[src/rtl/slot_pkg.sv]
// Shared types for the slot executor: per-slot status codes and FSM state encoding.
package slot_pkg;

  typedef enum logic [1:0] {
    ST_PEND  = 2'd0,
    ST_DONE  = 2'd1,
    ST_ERROR = 2'd2,
    ST_SKIP  = 2'd3
  } status_e;

  typedef enum logic [2:0] {
    S_IDLE   = 3'd0,
    S_FETCH  = 3'd1,
    S_ISSUE  = 3'd2,
    S_WAIT   = 3'd3,
    S_WB     = 3'd4,
    S_FINISH = 3'd5
  } state_e;

endpackage

[src/rtl/slot_cycle_counter.sv]
// Saturating cycle counter; clear wins over enable, holds at all-ones.
module slot_cycle_counter #(
  parameter int WIDTH = 32
) (
  input  logic             clk_i,
  input  logic             reset_i,
  input  logic             clear_i,
  input  logic             en_i,
  output logic [WIDTH-1:0] count_o
);

  logic [WIDTH-1:0] count_q, count_d;

  always_comb begin
    count_d = count_q;
    if (clear_i)                   count_d = '0;
    else if (en_i && ~&count_q)    count_d = count_q + 1'b1;
  end

  always_ff @(posedge clk_i) begin
    if (reset_i) count_q <= '0;
    else         count_q <= count_d;
  end

  assign count_o = count_q;

endmodule

[src/rtl/slot_executor.sv]
// Walks slots 0..last_idx, issues one DMA command per slot, writes back status.
// Optional per-slot latency profiling is built when SLOT_EXEC_PROFILE_EN is defined.
module slot_executor
  import slot_pkg::*;
#(
  parameter int INPUT_IDX_WIDTH = 2,
  parameter int SRC_ADDR_WIDTH  = 32,
  parameter int SRC_SIZE_WIDTH  = 26,
  parameter int DST_ADDR_WIDTH  = 32,
  parameter int DST_SIZE_WIDTH  = 26,
  parameter int STATUS_WIDTH    = 2,
  parameter int PROFILE_WIDTH   = 32
) (
  input  logic                       clk,
  input  logic                       reset,
  input  logic                       start,
  input  logic [INPUT_IDX_WIDTH-1:0] last_idx,
  output logic                       busy,
  output logic                       done,
  output logic                       run_error,
  output logic [INPUT_IDX_WIDTH-1:0] rd_idx,
  input  logic [SRC_ADDR_WIDTH-1:0]  rd_src_addr,
  input  logic [SRC_SIZE_WIDTH-1:0]  rd_src_size,
  input  logic [DST_ADDR_WIDTH-1:0]  rd_des_addr,
  input  logic [DST_SIZE_WIDTH-1:0]  rd_des_size,
  output logic                       cmd_valid,
  input  logic                       cmd_ready,
  output logic [SRC_ADDR_WIDTH-1:0]  cmd_src_addr,
  output logic [SRC_SIZE_WIDTH-1:0]  cmd_src_size,
  output logic [DST_ADDR_WIDTH-1:0]  cmd_des_addr,
  output logic [DST_SIZE_WIDTH-1:0]  cmd_des_size,
  input  logic                       cmp_valid,
  input  logic                       cmp_error,
  output logic [INPUT_IDX_WIDTH-1:0] wb_idx,
  output logic [STATUS_WIDTH-1:0]    wb_status,
  output logic [PROFILE_WIDTH-1:0]   wb_profile,
  output logic                       wb_set_status,
  output logic                       wb_set_profile
);

  state_e                     state_q;
  status_e                    st_q, wb_status_q;
  logic [INPUT_IDX_WIDTH-1:0] rd_idx_q, last_q, wb_idx_q;
  logic [SRC_ADDR_WIDTH-1:0]  src_addr_q;
  logic [SRC_SIZE_WIDTH-1:0]  src_size_q;
  logic [DST_ADDR_WIDTH-1:0]  des_addr_q;
  logic [DST_SIZE_WIDTH-1:0]  des_size_q;
  logic                       cmd_valid_q, wb_set_status_q, done_q, run_error_q;

  always_ff @(posedge clk) begin
    if (reset) begin
      state_q         <= S_IDLE;
      st_q            <= ST_PEND;
      wb_status_q     <= ST_PEND;
      rd_idx_q        <= '0;
      last_q          <= '0;
      wb_idx_q        <= '0;
      src_addr_q      <= '0;
      src_size_q      <= '0;
      des_addr_q      <= '0;
      des_size_q      <= '0;
      cmd_valid_q     <= 1'b0;
      wb_set_status_q <= 1'b0;
      done_q          <= 1'b0;
      run_error_q     <= 1'b0;
    end else begin
      wb_set_status_q <= 1'b0;
      done_q          <= 1'b0;
      case (state_q)
        S_IDLE: begin
          if (start) begin
            rd_idx_q    <= '0;
            last_q      <= last_idx;
            run_error_q <= 1'b0;
            state_q     <= S_FETCH;
          end
        end
        S_FETCH: begin
          src_addr_q <= rd_src_addr;
          src_size_q <= rd_src_size;
          des_addr_q <= rd_des_addr;
          des_size_q <= rd_des_size;
          if (rd_src_size == '0) begin
            st_q            <= ST_SKIP;
            wb_status_q     <= ST_SKIP;
            wb_idx_q        <= rd_idx_q;
            wb_set_status_q <= 1'b1;
            state_q         <= S_WB;
          end else begin
            cmd_valid_q <= 1'b1;
            state_q     <= S_ISSUE;
          end
        end
        S_ISSUE: begin
          if (cmd_ready) begin
            cmd_valid_q <= 1'b0;
            state_q     <= S_WAIT;
          end
        end
        S_WAIT: begin
          // Completions are only honoured here, never in the handshake cycle.
          if (cmp_valid) begin
            st_q            <= cmp_error ? ST_ERROR : ST_DONE;
            wb_status_q     <= cmp_error ? ST_ERROR : ST_DONE;
            wb_idx_q        <= rd_idx_q;
            wb_set_status_q <= 1'b1;
            state_q         <= S_WB;
          end
        end
        S_WB: begin
          if (st_q == ST_ERROR || rd_idx_q == last_q) begin
            done_q      <= 1'b1;
            run_error_q <= (st_q == ST_ERROR);
            state_q     <= S_FINISH;
          end else begin
            rd_idx_q <= rd_idx_q + 1'b1;
            state_q  <= S_FETCH;
          end
        end
        S_FINISH: state_q <= S_IDLE;
        default:  state_q <= S_IDLE;
      endcase
    end
  end

  assign busy          = (state_q != S_IDLE);
  assign done          = done_q;
  assign run_error     = run_error_q;
  assign rd_idx        = rd_idx_q;
  assign cmd_valid     = cmd_valid_q;
  assign cmd_src_addr  = src_addr_q;
  assign cmd_src_size  = src_size_q;
  assign cmd_des_addr  = des_addr_q;
  assign cmd_des_size  = des_size_q;
  assign wb_idx        = wb_idx_q;
  assign wb_status     = STATUS_WIDTH'(wb_status_q);
  assign wb_set_status = wb_set_status_q;

`ifdef SLOT_EXEC_PROFILE_EN
  // Counter clears in FETCH (so skipped slots read 0) and runs every WAIT cycle,
  // so in WB it holds handshake-to-completion latency inclusive of the cmp cycle.
  logic                     wb_set_prof_q;
  logic [PROFILE_WIDTH-1:0] prof_cnt;

  slot_cycle_counter #(.WIDTH(PROFILE_WIDTH)) u_prof_cnt (
    .clk_i   (clk),
    .reset_i (reset),
    .clear_i (state_q == S_FETCH),
    .en_i    (state_q == S_WAIT),
    .count_o (prof_cnt)
  );

  always_ff @(posedge clk) begin
    if (reset) wb_set_prof_q <= 1'b0;
    else       wb_set_prof_q <= (state_q == S_WAIT) && cmp_valid;
  end

  assign wb_profile     = prof_cnt;
  assign wb_set_profile = wb_set_prof_q;
`else
  assign wb_profile     = '0;
  assign wb_set_profile = 1'b0;
`endif

endmodule

[config.mk]
export PLATFORM = sky130hd
export DESIGN_NAME = slot_executor
export DESIGN_NICKNAME = d
export VERILOG_FILES = /design/src/rtl/slot_pkg.sv /design/src/rtl/slot_cycle_counter.sv /design/src/rtl/slot_executor.sv
export SDC_FILE = /design/constraint.sdc
export NUM_CORES = 1
export LEC_CHECK = 0
export ABC_AREA = 1
export CORE_MARGIN = 3
export CORE_UTILIZATION = 43
export CTS_BUF_LIST = sky130_fd_sc_hd__clkbuf_8
export CTS_CLUSTER_SIZE = 14
export DETAILED_ROUTE_END_ITERATION = 8
export GPL_TIMING_DRIVEN = 0
export PLACE_DENSITY = 0.95
export SKIP_CTS_REPAIR_TIMING = 1
export SLEW_MARGIN = 0
export SYNTH_ARGS = -nofsm -noshare
export SYNTH_HDL_FRONTEND = slang
export SYNTH_SLANG_ARGS = --single-unit
[constraint.sdc]
create_clock -name clk -period 2.6 [get_ports clk]
set_input_delay 0.52 -clock clk [delete_from_list [all_inputs] [get_ports clk]]
set_output_delay 0.52 -clock clk [all_outputs]
set_load 0.01 [all_outputs]
# Word level (Yosys, flattened, before mapping)
# Cells that the tools add are included.
# W data, S select, Z words.
[totals] word_cells=68 register_bits=131
[classes] n_mux=26 n_reduce_logical=14 n_eq_ne=13 n_addsub=1 bitwise=1
[ops] op="$logic_not A26 Y1" count=1
[ops] op="$mux W3" count=5
[ops] op="$pmux W3 S5" count=1
[ops] op="$reduce_and A3 Y1" count=5
[ops] op="$mux W2" count=7
[ops] op="$ne A2 B2 Y1 const B" count=7
[ops] op="$pmux W2 S2" count=3
[ops] op="$mux W1" count=7
[ops] op="$eq A3 B2 Y1 const B" count=2
[ops] op="$pmux W1 S2" count=3
[ops] op="$reduce_bool A2 Y1" count=3
[ops] op="$eq A3 B1 Y1 const B" count=1
[ops] op="$eq A3 B3 Y1 const B" count=1
[ops] op="$logic_not A3 Y1" count=1
[ops] op="$reduce_bool A3 Y1" count=1
[ops] op="$add A2 B1 Y2 const B" count=1
[ops] op="$eq A2 B2 Y1" count=1
[ops] op="$eq A2 B2 Y1 const B" count=1
[ops] op="$reduce_and A2 Y1" count=1
[ops] op="$reduce_or A2 Y1" count=1
[ops] op="$logic_or A1 B1 Y1" count=1
[ops] op="$not A1 Y1" count=1

# Logic depth before layout (Yosys ltp)
[logic_depth] ltp_word=4 mapped_depth=10 mapped_depth_nobuf=10

# Worst setup path before layout
# No wires, ideal clock.
[synth_timing] kind="in2reg" from="input rd_src_size[25]" to="register wb_status_q[1], in the netlist wb_status[1]" arrival_ps=1325 required_time_ps=2487 stages=7 slack_ps=1162 cell_sequence="or2_4 -> nor3_4 -> nand3_4 -> nand2_4 -> nand2_1 -> nand2_1 -> nor2_1"
[synth_between] elab_chain_len=3
[synth_rtl] element="from (decl)" line_no="slot_executor.sv:23" rtl="input logic [SRC_SIZE_WIDTH-1:0] rd_src_size,"
[synth_rtl] element="$logic_not A26 Y1" line_no="slot_executor.sv:83" rtl="if (rd_src_size == '0) begin"
[synth_rtl] element="$ne A2 B2 Y1 (no source line)"
[synth_rtl] element="$reduce_and A3 Y1 (no source line)"
[synth_rtl] element="to (signal assigned)" line_no="slot_executor.sv:104" rtl="wb_status_q <= cmp_error ? ST_ERROR : ST_DONE;"
[synth_rtl] element="to (decl)" line_no="slot_executor.sv:42" rtl="status_e st_q, wb_status_q;"
# No other way between the ends.
# A chain may end at the register's enable or synchronous reset.

# Worst setup path in the final report
[layout_timing] from="register state_q[0]" to="output busy"
[layout_between] elab_chain_len=1
[layout_rtl] element="from (decl)" line_no="slot_executor.sv:41" rtl="state_e state_q;"
[layout_rtl] element="from (signal assigned)" line_no="slot_executor.sv:52" rtl="state_q <= S_IDLE;"
[layout_rtl] element="from (signal assigned)" line_no="slot_executor.sv:75" rtl="state_q <= S_FETCH;"
[layout_rtl] element="from (signal assigned)" line_no="slot_executor.sv:88" rtl="state_q <= S_WB;"
[layout_rtl] element="$reduce_bool A3 Y1" line_no="slot_executor.sv:126" rtl="assign busy = (state_q != S_IDLE);"
[layout_rtl] element="to (decl)" line_no="slot_executor.sv:18" rtl="output logic busy,"
# No other way between the ends.

==> qor.yml <==
floorplanning:
  ios: 284
  fp.dieW_um: 115
  die-area_um2: 13200
  fp.dieH_um: 115
  placementRows: 39
  coreArea_um2: 11500
  initial_core_util: 0.443
routing:
  drt_iter0_markers: 230
  ant_nets: 0
  route.vias.total: 5325
  avgRoutedWirePerCell_um: 14.9
  vias_per_cell: 4.80
  first_pass_iters: 4
  drcViolationCount: 0
  wl_um: 16500
clock_network:
  cts_tree: "yes"
  cts_max_path_buffers: 2
  clk_latency_ns: 0.43
  cts_root_buf: "clkbuf_8"
  cts_made_buffers: 17
  htree_num_levels: 4
  clk_pin_slew_ns: 0.06
  cts_sinks: 131
sta:
  timing.final.crit_share: 0.814
  worst_pin_slew_ns: 0.688
  setup_viol: 0
  clock_skew_ns: 0.00985
  hold_viol: 0
  maxSlewViolCount: 0
  setup_tns_ns: 0
  rsz0062_at_grt: "no"
  min_period_ns: 2.12
  maxSlewHeadroom: 0.541
  fmax_ghz: 0.473
setup_path:
  crit_start: "state_q[0]$_SDFFE_PP0P_"
  crit_type: "reg2out"
  end_kind: "output port"
  reg2reg_slack_ns: 1.18
  crit_fanout: 6
  start_kind: "flip-flop"
  crit_arrival_ns: 1.60
  crit-reg2reg-launch: "state_q[1]$_SDFFE_PP0P_"
  required_ns: 2.08
cells_and_area:
  seq_area_um2: 2620
  layout_commonest_cell: "clkdlybuf4s50_1"
  multi_input_area_um2: 2010
  nets: 1082
  n_antenna_cell: 0
  fin_cells: 1110
  postLayoutCoreUtil: 0.720
  area_growth_pct: 62.5
  drive_gt1_frac: 0.114
  layout_common_cells: "250 x clkdlybuf4s50_1, 217 x nor2_1, 131 x dfxtp_1, 84 x o21ai_1, 37 x o21ai_0"
  n_fill_cell: 825
global_route:
  grt_pass1_wl_um: 24700
  first_global_vias: 5123
  grt_start_max_net_pins: 17
  track_usage: 0.242
  antenna_found_initial: 0
  grt_overflow: 0
synth:
  seq_area_frac_synth: 0.514
  synth_largest_area_cell: "dfxtp_1"
  synth-simple-area-share: 0.217
  synth_compound_area_frac: 0.150
  ys_seq_elements: 131
  synth_area_leaders: "dfxtp_1 51%, nor2_1 16%, o21ai_1 8.2%"
  yosysTopAreaCellShare: 0.514
  synth_top_family_by_area: "simple AND/OR/NAND/NOR gates"
  synth_adder_area_share: 0
  synth_xor_area_frac: 0.00343
  synthCells: 657
  synth_area_um2: 5100
  synth_area_per_cell_um2: 7.76
  synthMuxAreaShare: 0
  yosysWarnings: 0
  ys_types: 28
placed_design:
  gp_congestion: 0.825
  dp_hpwl_um: 12500
  dp.cells: 1082
  io_buffers: 250
flow_run:
  cap_violations: 0
power_and_ir_drop:
  p_leak_uw: 0.00341
  p_per_area_nw_per_um2: 964
  power_uw: 7990
  peakVddDrop_mv: 0.659
status:
  status: "complete, no violations"
hold_path:
  hold_class: "reg2reg"
  hp-start: "last_q[1]$_SDFFE_PP0P_"
state kept, by name (all words and copies together) (netlist names):
name and cells:
wb_set_status 1, wb_idx 2, cmd_des_size 26, done 1, cmd_src_addr 32, wb_status 2, state_q 3, cmd_valid 1
last_q 2, rd_idx 2, cmd_src_size 26, run_error 1, cmd_des_addr 32
cells in the mapped netlist:
cell and instances:
a21oi_1 25, a21oi_2 4, buf_1 1, buf_2 16, buf_4 34, buf_6 8
clkbuf_1 13, clkinv_1 1, conb_1 1, dfxtp_1 131, inv_1 15, inv_2 11
inv_4 1, nand2_1 33, nand2_2 2, nand2_4 2, nand3_1 11, nand3_4 1
nor2_1 217, nor2_2 2, nor3_2 1, nor3_4 1, nor4_1 1, o21ai_0 37
o21ai_1 84, or2_1 1, or2_4 1, xnor2_1 2
power breakdown:
part	internal [µW]	switching (µW)	leakage, µW	total [µW]
Combinational	1700	1660	0.00212	3360
Sequential	2590	316	0.00108	2910
Clock	992	727	0.000209	1720
worst paths after layout:
| path | end | depth (start not counted) |
|---|---|---|
| min reg2reg | last_q[1]$_SDFFE_PP0P_ | 2 |
| max reg2reg | cmd_src_addr[13]$_SDFFE_PP0N_ | 6 |
| max | busy | 3 |
| min | last_q[1]$_SDFFE_PP0P_ | 2 |
kinds of logic (layout without fill, tap and decap cells):
| logic type | after synthesis | after routing |
|---|---|---|
| AOI/OAI and AO/OA | 150 | 150 |
| xor gates and xnor gates | 2 | 2 |
| buffers and inverters | 100 | 378 |
| DFF | 131 | 131 |
| other | 1 | 33 |
| and+or+nand+nor | 273 | 273 |
metrics by stage:
stage	worst slack, ns	area, µm²	hold slack, ns
finish	0.484	8290	0.468
global route	0.365	8290	0.497
CTS	0.450	8290	0.469
detailed placement	0.123	7900	0.462
global placement	0.170	7900	0.450
floorplan	1.16	5220	0.437
layout make-up:
cell class,instances,area share
plain buffers,72,0.0577
clock buffers,20,0.0332
clock inverters,8,0.0136
inverters,28,0.0130
multi-input cells,458,0.243
flip-flops and latches,131,0.316
well taps,143,0.0216
repair buffers,250,0.302
layer usage:
layer | track usage | vias to the layer above | wire [µm]
li1 | - | 2635 | -
met1 | 0.246 | 2431 | 5920
met2 | 0.441 | 229 | 8580
met3 | 0.105 | 30 | 1660
met4 | 0.0869 | 0 | 365
met5 | 0 | - | 0
worst max-delay path, cell delays in order, from the launching register on:
cell             delay [ns]
dfxtp_1                0.46
inv_2                  0.07
nand2_1                0.09
clkdlybuf4s50_1        0.54
No activity file was read; power rests on OpenSTA's default activity.
